===== src/rtl/sha256_msg_padder.sv =====
// Reads a message from word-addressed memory and presents it as SHA-256 padded 512-bit blocks
// over a valid/ready handshake, flagging the final block.
module sha256_msg_padder #(
  parameter int unsigned NUM_OF_WORDS = 20
) (
  input  logic         clk,
  input  logic         reset_n,
  input  logic         start,
  input  logic [15:0]  message_addr,
  output logic         mem_clk,
  output logic         mem_we,
  output logic [15:0]  mem_addr,
  input  logic [31:0]  mem_read_data,
  output logic         blk_valid,
  input  logic         blk_ready,
  output logic [511:0] blk_data,
  output logic         blk_last,
  output logic         done
);

  localparam int unsigned NUM_BLOCKS = (NUM_OF_WORDS + 2) / 16 + 1;
  localparam int unsigned TotalWords = NUM_BLOCKS * 16;
  localparam logic [63:0] MsgBits    = 64'(NUM_OF_WORDS) * 64'd32;
  localparam logic [7:0]  LastBlk    = 8'(NUM_BLOCKS - 1);
  localparam logic [4:0]  FillEnd    = 5'd16;

  typedef enum logic [1:0] {StIdle, StFill, StOffer} state_e;

  state_e        state_q, state_d;
  logic [15:0]   mem_addr_q, mem_addr_d;
  logic [7:0]    blk_q, blk_d;
  logic [4:0]    slot_q, slot_d;
  logic [511:0]  data_q, data_d;
  logic [31:0]   word_idx;
  logic [31:0]   word_val;

  // Word arriving this cycle belongs to the slot addressed on the previous cycle.
  assign word_idx = 32'({blk_q, 4'b0000}) + 32'(slot_q) - 32'd1;

  always_comb begin
    word_val = 32'h0;
    if (word_idx < NUM_OF_WORDS) begin
      word_val = mem_read_data;
    end else if (word_idx == NUM_OF_WORDS) begin
      word_val = 32'h8000_0000;
    end else if (word_idx == TotalWords - 2) begin
      word_val = MsgBits[63:32];
    end else if (word_idx == TotalWords - 1) begin
      word_val = MsgBits[31:0];
    end
  end

  always_comb begin
    state_d    = state_q;
    mem_addr_d = mem_addr_q;
    blk_d      = blk_q;
    slot_d     = slot_q;
    data_d     = data_q;
    unique case (state_q)
      StIdle: begin
        if (start) begin
          mem_addr_d = message_addr;
          blk_d      = 8'd0;
          slot_d     = 5'd0;
          state_d    = StFill;
        end
      end
      StFill: begin
        // Address runs one ahead; after slot 15 it already points at the next block.
        if (slot_q != FillEnd) begin
          mem_addr_d = mem_addr_q + 16'd1;
        end
        if (slot_q != 5'd0) begin
          data_d = {data_q[479:0], word_val};
        end
        if (slot_q == FillEnd) begin
          slot_d  = 5'd0;
          state_d = StOffer;
        end else begin
          slot_d = slot_q + 5'd1;
        end
      end
      StOffer: begin
        if (blk_ready) begin
          if (blk_q == LastBlk) begin
            state_d = StIdle;
          end else begin
            blk_d   = blk_q + 8'd1;
            slot_d  = 5'd0;
            state_d = StFill;
          end
        end
      end
      default: state_d = StIdle;
    endcase
  end

  always_ff @(posedge clk or negedge reset_n) begin
    if (!reset_n) begin
      state_q    <= StIdle;
      mem_addr_q <= 16'h0;
      blk_q      <= 8'd0;
      slot_q     <= 5'd0;
      data_q     <= 512'h0;
    end else begin
      state_q    <= state_d;
      mem_addr_q <= mem_addr_d;
      blk_q      <= blk_d;
      slot_q     <= slot_d;
      data_q     <= data_d;
    end
  end

  assign mem_clk   = clk;
  assign mem_we    = 1'b0;
  assign mem_addr  = mem_addr_q;
  assign blk_valid = (state_q == StOffer);
  assign blk_last  = (state_q == StOffer) && (blk_q == LastBlk);
  assign blk_data  = data_q;
  assign done      = (state_q == StIdle);

endmodule

===== config.mk =====
export PLATFORM = sky130hd
export DESIGN_NAME = sha256_msg_padder
export DESIGN_NICKNAME = d
export VERILOG_FILES = /design/src/rtl/sha256_msg_padder.sv
export SDC_FILE = /design/constraint.sdc
export NUM_CORES = 1
export LEC_CHECK = 0
export CAP_MARGIN = 20
export CORE_ASPECT_RATIO = 1.75
export CORE_MARGIN = 2
export CORE_UTILIZATION = 25
export CTS_CLUSTER_SIZE = 24
export DETAILED_ROUTE_END_ITERATION = 10
export HOLD_SLACK_MARGIN = 0.12
export PLACE_DENSITY = 0.45
export SLEW_MARGIN = 40
export SYNTH_ARGS = -nofsm -noshare
export SYNTH_HDL_FRONTEND = slang
export SYNTH_SLANG_ARGS = --single-unit

===== constraint.sdc =====
create_clock -name clk -period 2.6 [get_ports clk]
set_input_delay 0.52 -clock clk [delete_from_list [all_inputs] [get_ports clk]]
set_output_delay 0.52 -clock clk [all_outputs]
set_load 0.01 [all_outputs]

==> impl_metrics.json, run 1 <==
{
  "cp.depth": 11,
  "synth-seq-cells": 543,
  "async_flop_share_pct": 100,
  "p_int_mw": 17.7,
  "path_max_fanout": 7,
  "setup_viol": 29,
  "antenna_left": 0,
  "crit_required_ns": 3.24,
  "crit_type": "flip-flop to flip-flop",
  "synth_top_cell_area_share_pct": 62.2,
  "p_sw_share_pct": 40.8,
  "place_congestion": 0.824,
  "p_clk_share_pct": 27.7,
  "fin_skew_ns": 0.0180,
  "max_slew_margin_pct": 51.8,
  "synth_commonest_cells": "nand2_1, dfrtp_1, clkbuf_1, o21ai_0, nand3_1",
  "synth.area.top_cells": "dfrtp_1, nand2_1, ha_1",
  "ys.flop_type": "dfrtp_1",
  "initial_core_util_pct": 25.2,
  "grt_setup_unrepaired": "true",
  "dieHeight_um": 395,
  "critPathBufInv": 4,
  "die_w_um": 228,
  "syn-num-nets": 2572,
  "synthAdderAreaFrac_pct": 1.87,
  "gr-total-overflow": 0,
  "slowest_delay_ns": 0.43,
  "fp.coreArea_sq_mm": 0.0868,
  "cp_slowest_cell": "dfrtp_1",
  "fin_crit_sh_pct": 105,
  "drive_gt1_share_pct": 7.74,
  "clkTransAtPathRegs_ns": 0.06,
  "p_switching_mw": 12.2,
  "dieArea_sq_mm": 0.0899,
  "power.density_mw_per_mm2": 946,
  "cp-start-kind": "flip-flop",
  "fmax_ghz": 0.365,
  "area_growth_pct": 44.8,
  "synth_top_family_by_area": "simple AND/OR/NAND/NOR gates",
  "grt_usage_pct": 17.9,
  "period_needed_ns": 2.74,
  "ys_types": 67,
  "grt_antenna_before_repair": 0,
  "synth_edf_count": 0,
  "grt_pass1_wl_mm": 122,
  "place_ws_ns": -0.144,
  "dr.pass1.iters": 5,
  "p_leak_nw": 16.0,
  "dr.first_iter.drc_count": 1049,
  "fin_ws_ns": -0.137,
  "worst-slew-pin-transition_ns": 0.722,
  "cts_tree": "built",
  "synth_compound_area_share_pct": 4.00,
  "slew_violations": 0,
  "fin_cells": 4288,
  "yosysWarnings": 0,
  "synth-xor-area-share_pct": 0.321,
  "pwr-share-seq_pct": 32.5,
  "place_inst": 4175,
  "path_cells": "inv_1 > ha_1 > buf_4 > nor2b_2 > nor3b_2 > and2b_1 > a32oi_2 > o2111ai_4 > buf_12 > clkbuf_16 > o21ai_1",
  "power.total_mw": 30.0,
  "endpoint_kind": "flip-flop",
  "finalHoldViolations": 0,
  "yosys.area_share.simple_pct": 28.6,
  "synth.area.mux_share_pct": 0.0458,
  "avgRoutedWirePerCell_um": 19.3,
  "numPortBuffers": 583,
  "via_per_inst": 4.38,
  "ios": 585,
  "vias": 18793,
  "synth_top_cell_by_area": "dfrtp_1",
  "postSynthCellCount": 2488,
  "dp_hpwl_mm": 60.1,
  "cp_top_family": "simple AND/OR/NAND/NOR gates",
  "grt_max_degree": 120,
  "drt-total-wl_mm": 82.9,
  "violations": "setup timing",
  "cap_violations": 0,
  "drc": 0,
  "antennaDiodeCount": 0,
  "rr_worst_depth": 11,
  "status": "complete, but fails checks",
  "cp.arrival_ns": 3.38,
  "syn-cell-area_sq_mm": 0.0219,
  "p_comb_share_pct": 39.8,
  "num_rows": 143,
  "finish.utilization_pct": 36.5,
  "grt_pass1_vias": 18995,
  "nNetsFinal": 3169,
  "worstHoldPathType": "input port to asynchronous set/reset pin",
  "ir_worst_vdd_mv": 1.11,
  "insertion_delay_ns": 0.74,
  "syn_area_per_cell_sq_um": 8.79,
  "yosysMostFrequentCell": "nand2_1",
  "synth-seq-area-share_pct": 62.2
}
==> what timing repair did <==
item | in CTS | in global routing
endpoints found under the setup margin | 31 | 33
hold buffers | 1 | 0
pin swaps | 0 | 15
buffers inserted | 0 | 7
cloned | 0 | 3
gates resized for setup | 13 | 54
hold endpoints to repair | 34 | 0
==> path summary, 6_finish.rpt <==
path / slack, ns / startpoint / to
max in group asynchronous: 1.32 / reset_n / blk_data[316]
worst min-delay path: 0.34 / reset_n / blk_data[90]
min in group clk: 0.34 / mem_read_data[8] / blk_data[8]
worst min register to register: 0.47 / blk_data[498] / blk_data[498]
worst max register to register: -0.14 / slot_q[2] / blk_data[20]
worst max-delay path: -0.14 / slot_q[2] / blk_data[20]
==> metrics by stage <==
step	hold WS [ns]	TNS (ns)	area [sq um]
final	0.336	-2.92	31700
after global routing	0.303	-5.56	31700
after detailed placement	0.462	-3.04	29500
after CTS	0.297	-1.09	31400
after global placement	0.459	-0.755	29500
after floorplan	0.224	0	21900
==> power groups by stage <==
| stage | combinational, mW | sequential (mW) | clock (mW) |
|---|---|---|---|
| after global placement | 11.4 | 9.86 | 0.0391 |
| final | 11.9 | 9.73 | 8.31 |
| after global routing | 12.9 | 9.81 | 8.93 |
| after floorplan | 6.02 | 9.95 | 0.0317 |
| after detailed placement | 11.5 | 9.88 | 0.0391 |
| after CTS | 11.6 | 9.74 | 8.62 |
==> final cells by class <==
type / instances / area, sq um
clock buffer: 87 / 1700
clock inverter: 17 / 188
fill: 8979 / 55100
inverter: 21 / 78.8
multi-input combinational: 1794 / 7840
sequential: 543 / 13600
tap: 1160 / 1450
timing repair buffer: 666 / 6810
==> cells by family after synthesis <==
group / count (synthesis)
AND/OR/NAND/NOR: 1616
flip-flops: 543
buffers and inverters: 151
AO/OA/AOI/OAI: 136
adder cells (fa/ha/maj): 32
XOR/XNOR: 8
other: 1
multiplexers: 1
==> layer usage <==
layer  vias up  GRT usage, %  wire [um]
met2       706          29.8      39400
met1      9037          20.8      31800
li1       8939             -          -
met3       111          7.90       9480
met5         -             0          0
met4         0          4.58       2300
==> placed cells by master (no fill, tap or decap), drive strengths merged, types with 5 or more instances in the layout <==
cell type / instances
inv: 23
clkdlybuf4s50: 580
nand3: 44
o22ai: 8
or2: 5
xnor2: 7
a21oi: 34
nand2: 1503
nor2: 25
buf: 83
clkbuf: 88
dfrtp: 543
and3: 6
ha: 31
nor2b: 5
clkinv: 11
o21ai: 60
==> worst register-to-register path: cells and delay by family (launching register included) <==
family	cells	cell delay, ns
compound gates	3	0.55
fa+ha+maj	1	0.34
buf+inv	4	0.64
flops	1	0.43
simple gates	3	0.72
==> sequential cells by signal, indices dropped and copies added, names as in the netlist <==
name,count
blk_data,512
blk_q,8
mem_addr,16
slot_q,5
state_q,2
(Power assumes the default switching activity.)
==> run 2: changes to the inputs <==
- RECOVER_POWER: default -> 100
==> run 2 against run 1 <==
Net effect: the run ends with capacitance limit, slew limit, setup timing left; total power decreased by 1.4%; worst setup slack got worse by 0.0012 ns; non-clock buffer count unchanged; clock skew decreased by 0.0025 ns; combinational power about the same; die area unchanged; design area decreased by 0.53%; first-iteration DRC count increased by 1.8%; utilization decreased by 0.19 points; critical path depth increased by 1; routed wire length increased by 0.12%; count of clock-buffer cells in the layout unchanged; critical endpoint unchanged; largest cell class unchanged; highest routed layer unchanged.
==> impl_metrics.json, run 2 (same netlist as run 1, synthesis figures left out) <==
{
  "path_max_fanout": 7,
  "ir_worst_vdd_mv": 1.13,
  "crit_required_ns": 3.21,
  "period_needed_ns": 2.74,
  "ios": 585,
  "dr.first_iter.drc_count": 1068,
  "worst-slew-pin-transition_ns": 1.67,
  "setup_viol": 31,
  "grt_max_degree": 120,
  "cp.arrival_ns": 3.34,
  "fmax_ghz": 0.365,
  "cts_tree": "built",
  "finalHoldViolations": 0,
  "antenna_left": 0,
  "status": "complete, but fails checks",
  "cp_slowest_cell": "dfrtp_1",
  "insertion_delay_ns": 0.74,
  "path_cells": "inv_2 > ha_4 > inv_2 > fa_2 > or2_4 > a211oi_4 > o21bai_4 > and4b_2 > o2111ai_4 > buf_12 > clkbuf_16 > o21ai_1",
  "dieHeight_um": 395,
  "initial_core_util_pct": 25.2,
  "fin_skew_ns": 0.0154,
  "drt-total-wl_mm": 83.0,
  "grt_usage_pct": 17.9,
  "place_congestion": 0.824,
  "grt_pass1_vias": 18995,
  "fp.coreArea_sq_mm": 0.0868,
  "endpoint_kind": "flip-flop",
  "worstHoldPathType": "input port to flip-flop",
  "largest_reg_flops": 512,
  "fin_crit_sh_pct": 105,
  "via_per_inst": 4.38,
  "timing.setup.tns_ns": -3.05,
  "clkTransAtPathRegs_ns": 0.06,
  "drive_gt1_share_pct": 7.42,
  "gr-total-overflow": 0,
  "nNetsFinal": 3169,
  "avgRoutedWirePerCell_um": 19.4,
  "grt_antenna_before_repair": 1,
  "slowest_delay_ns": 0.39,
  "p_leak_nw": 17.7,
  "dp_hpwl_mm": 60.1,
  "die_w_um": 228,
  "numPortBuffers": 583,
  "path_common_cell": "inv_2",
  "vias": 18779,
  "power.density_mw_per_mm2": 938,
  "crit_type": "flip-flop to flip-flop",
  "max_slew_margin_pct": -11.0,
  "mostFrequentLayoutCells": "nand2_1, dfrtp_1, dlygate4sd3_1, clkbuf_16, clkdlybuf4s50_1",
  "fin_ws_ns": -0.138,
  "dieArea_sq_mm": 0.0899,
  "grt_pass1_wl_mm": 122,
  "drc": 0,
  "hold_ws_ns": 0.341,
  "cp-start-kind": "flip-flop",
  "slew_violations": 48,
  "grt_setup_unrepaired": "true",
  "violations": "capacitance limit, slew limit, setup timing",
  "mostFrequentLayoutCell": "nand2_1",
  "num_rows": 143,
  "antennaDiodeCount": 0,
  "cap_violations": 1,
  "dr.pass1.iters": 5,
  "area_growth_pct": 44.0
}
==> run 2: cell count changes in the layout (fill, tap and decap cells not counted), moves of 2 or more <==
cell             change
clkdlybuf4s50_1    -528
dlygate4sd3_1      +528
buf_4               -15
clkbuf_4             +3
clkbuf_2            +10
buf_6                +6
and2_1               -2
clkbuf_1             +4
buf_12               -8
and2_0               +2
==> run 2: path summary, 6_finish.rpt <==
path	startpoint	to	slack [ns]	cells past startpoint
max	slot_q[1]	blk_data[20]	-0.14	12
min	mem_read_data[8]	blk_data[8]	0.34	3
max reg2reg	slot_q[1]	blk_data[20]	-0.14	12
min reg2reg	blk_data[498]	blk_data[498]	0.47	2
max in group asynchronous	reset_n	blk_data[160]	0.28	3
min in group asynchronous	reset_n	blk_data[90]	0.75	2
==> run 2: worst max-delay path: cells and delay by family (launching register included) <==
family	cells	cell delay, ns
compound gates	4	0.71
fa+ha+maj	2	0.47
buf+inv	4	0.48
flops	1	0.39
simple gates	2	0.53
==> run 2: metrics by stage <==
stage	power, mW	setup slack, ns	std cells	util (%)	area, sq um
3_5_place_dp	21.4	-0.144	4175	34.0	29500
4_1_cts	29.9	-0.0822	4279	36.2	31400
5_1_grt	31.2	-0.236	4288	36.3	31500
3_3_place_gp	21.3	-0.0565	4175	34.0	29500
2_1_floorplan	16.0	0.000514	2488	-	21900
6_report	29.5	-0.138	4288	36.3	31500
==> run 2: final cells by class <==
type                    instances  area, sq um
repair buffers                666         6680
multi-input cells            1794         7810
inverters                      21         78.8
flip-flops and latches        543        13600
clock inverters                17          188
clock buffers                  87         1690
well taps                    1160         1450
fillers                      9010        55300
==> run 2: routing by layer <==
layer  global-route usage, %  part of all wire [%]  vias up
met5                       0                     0        -
met3                    7.90                    11      107
met4                    4.58                   2.8        0
li1                        -                     -     8938
met1                    20.8                    38     9036
met2                    29.8                    47      698
==> run 2: what timing repair did <==
action | 4_1_cts | 5_1_grt
setup buffers | 0 | 7
gates resized for setup | 13 | 54
hold buffers | 1 | 0
endpoints found under the hold margin | 34 | 0
pin swaps | 0 | 15
setup endpoints to repair | 31 | 33
gates cloned | 0 | 3
==> run 2: where the power goes <==
part / total (mW) / internal, mW / switching [mW]
sequential: 9.70 / 9.07 / 0.633
clock: 8.26 / 4.68 / 3.59
combinational: 11.6 / 3.58 / 7.99
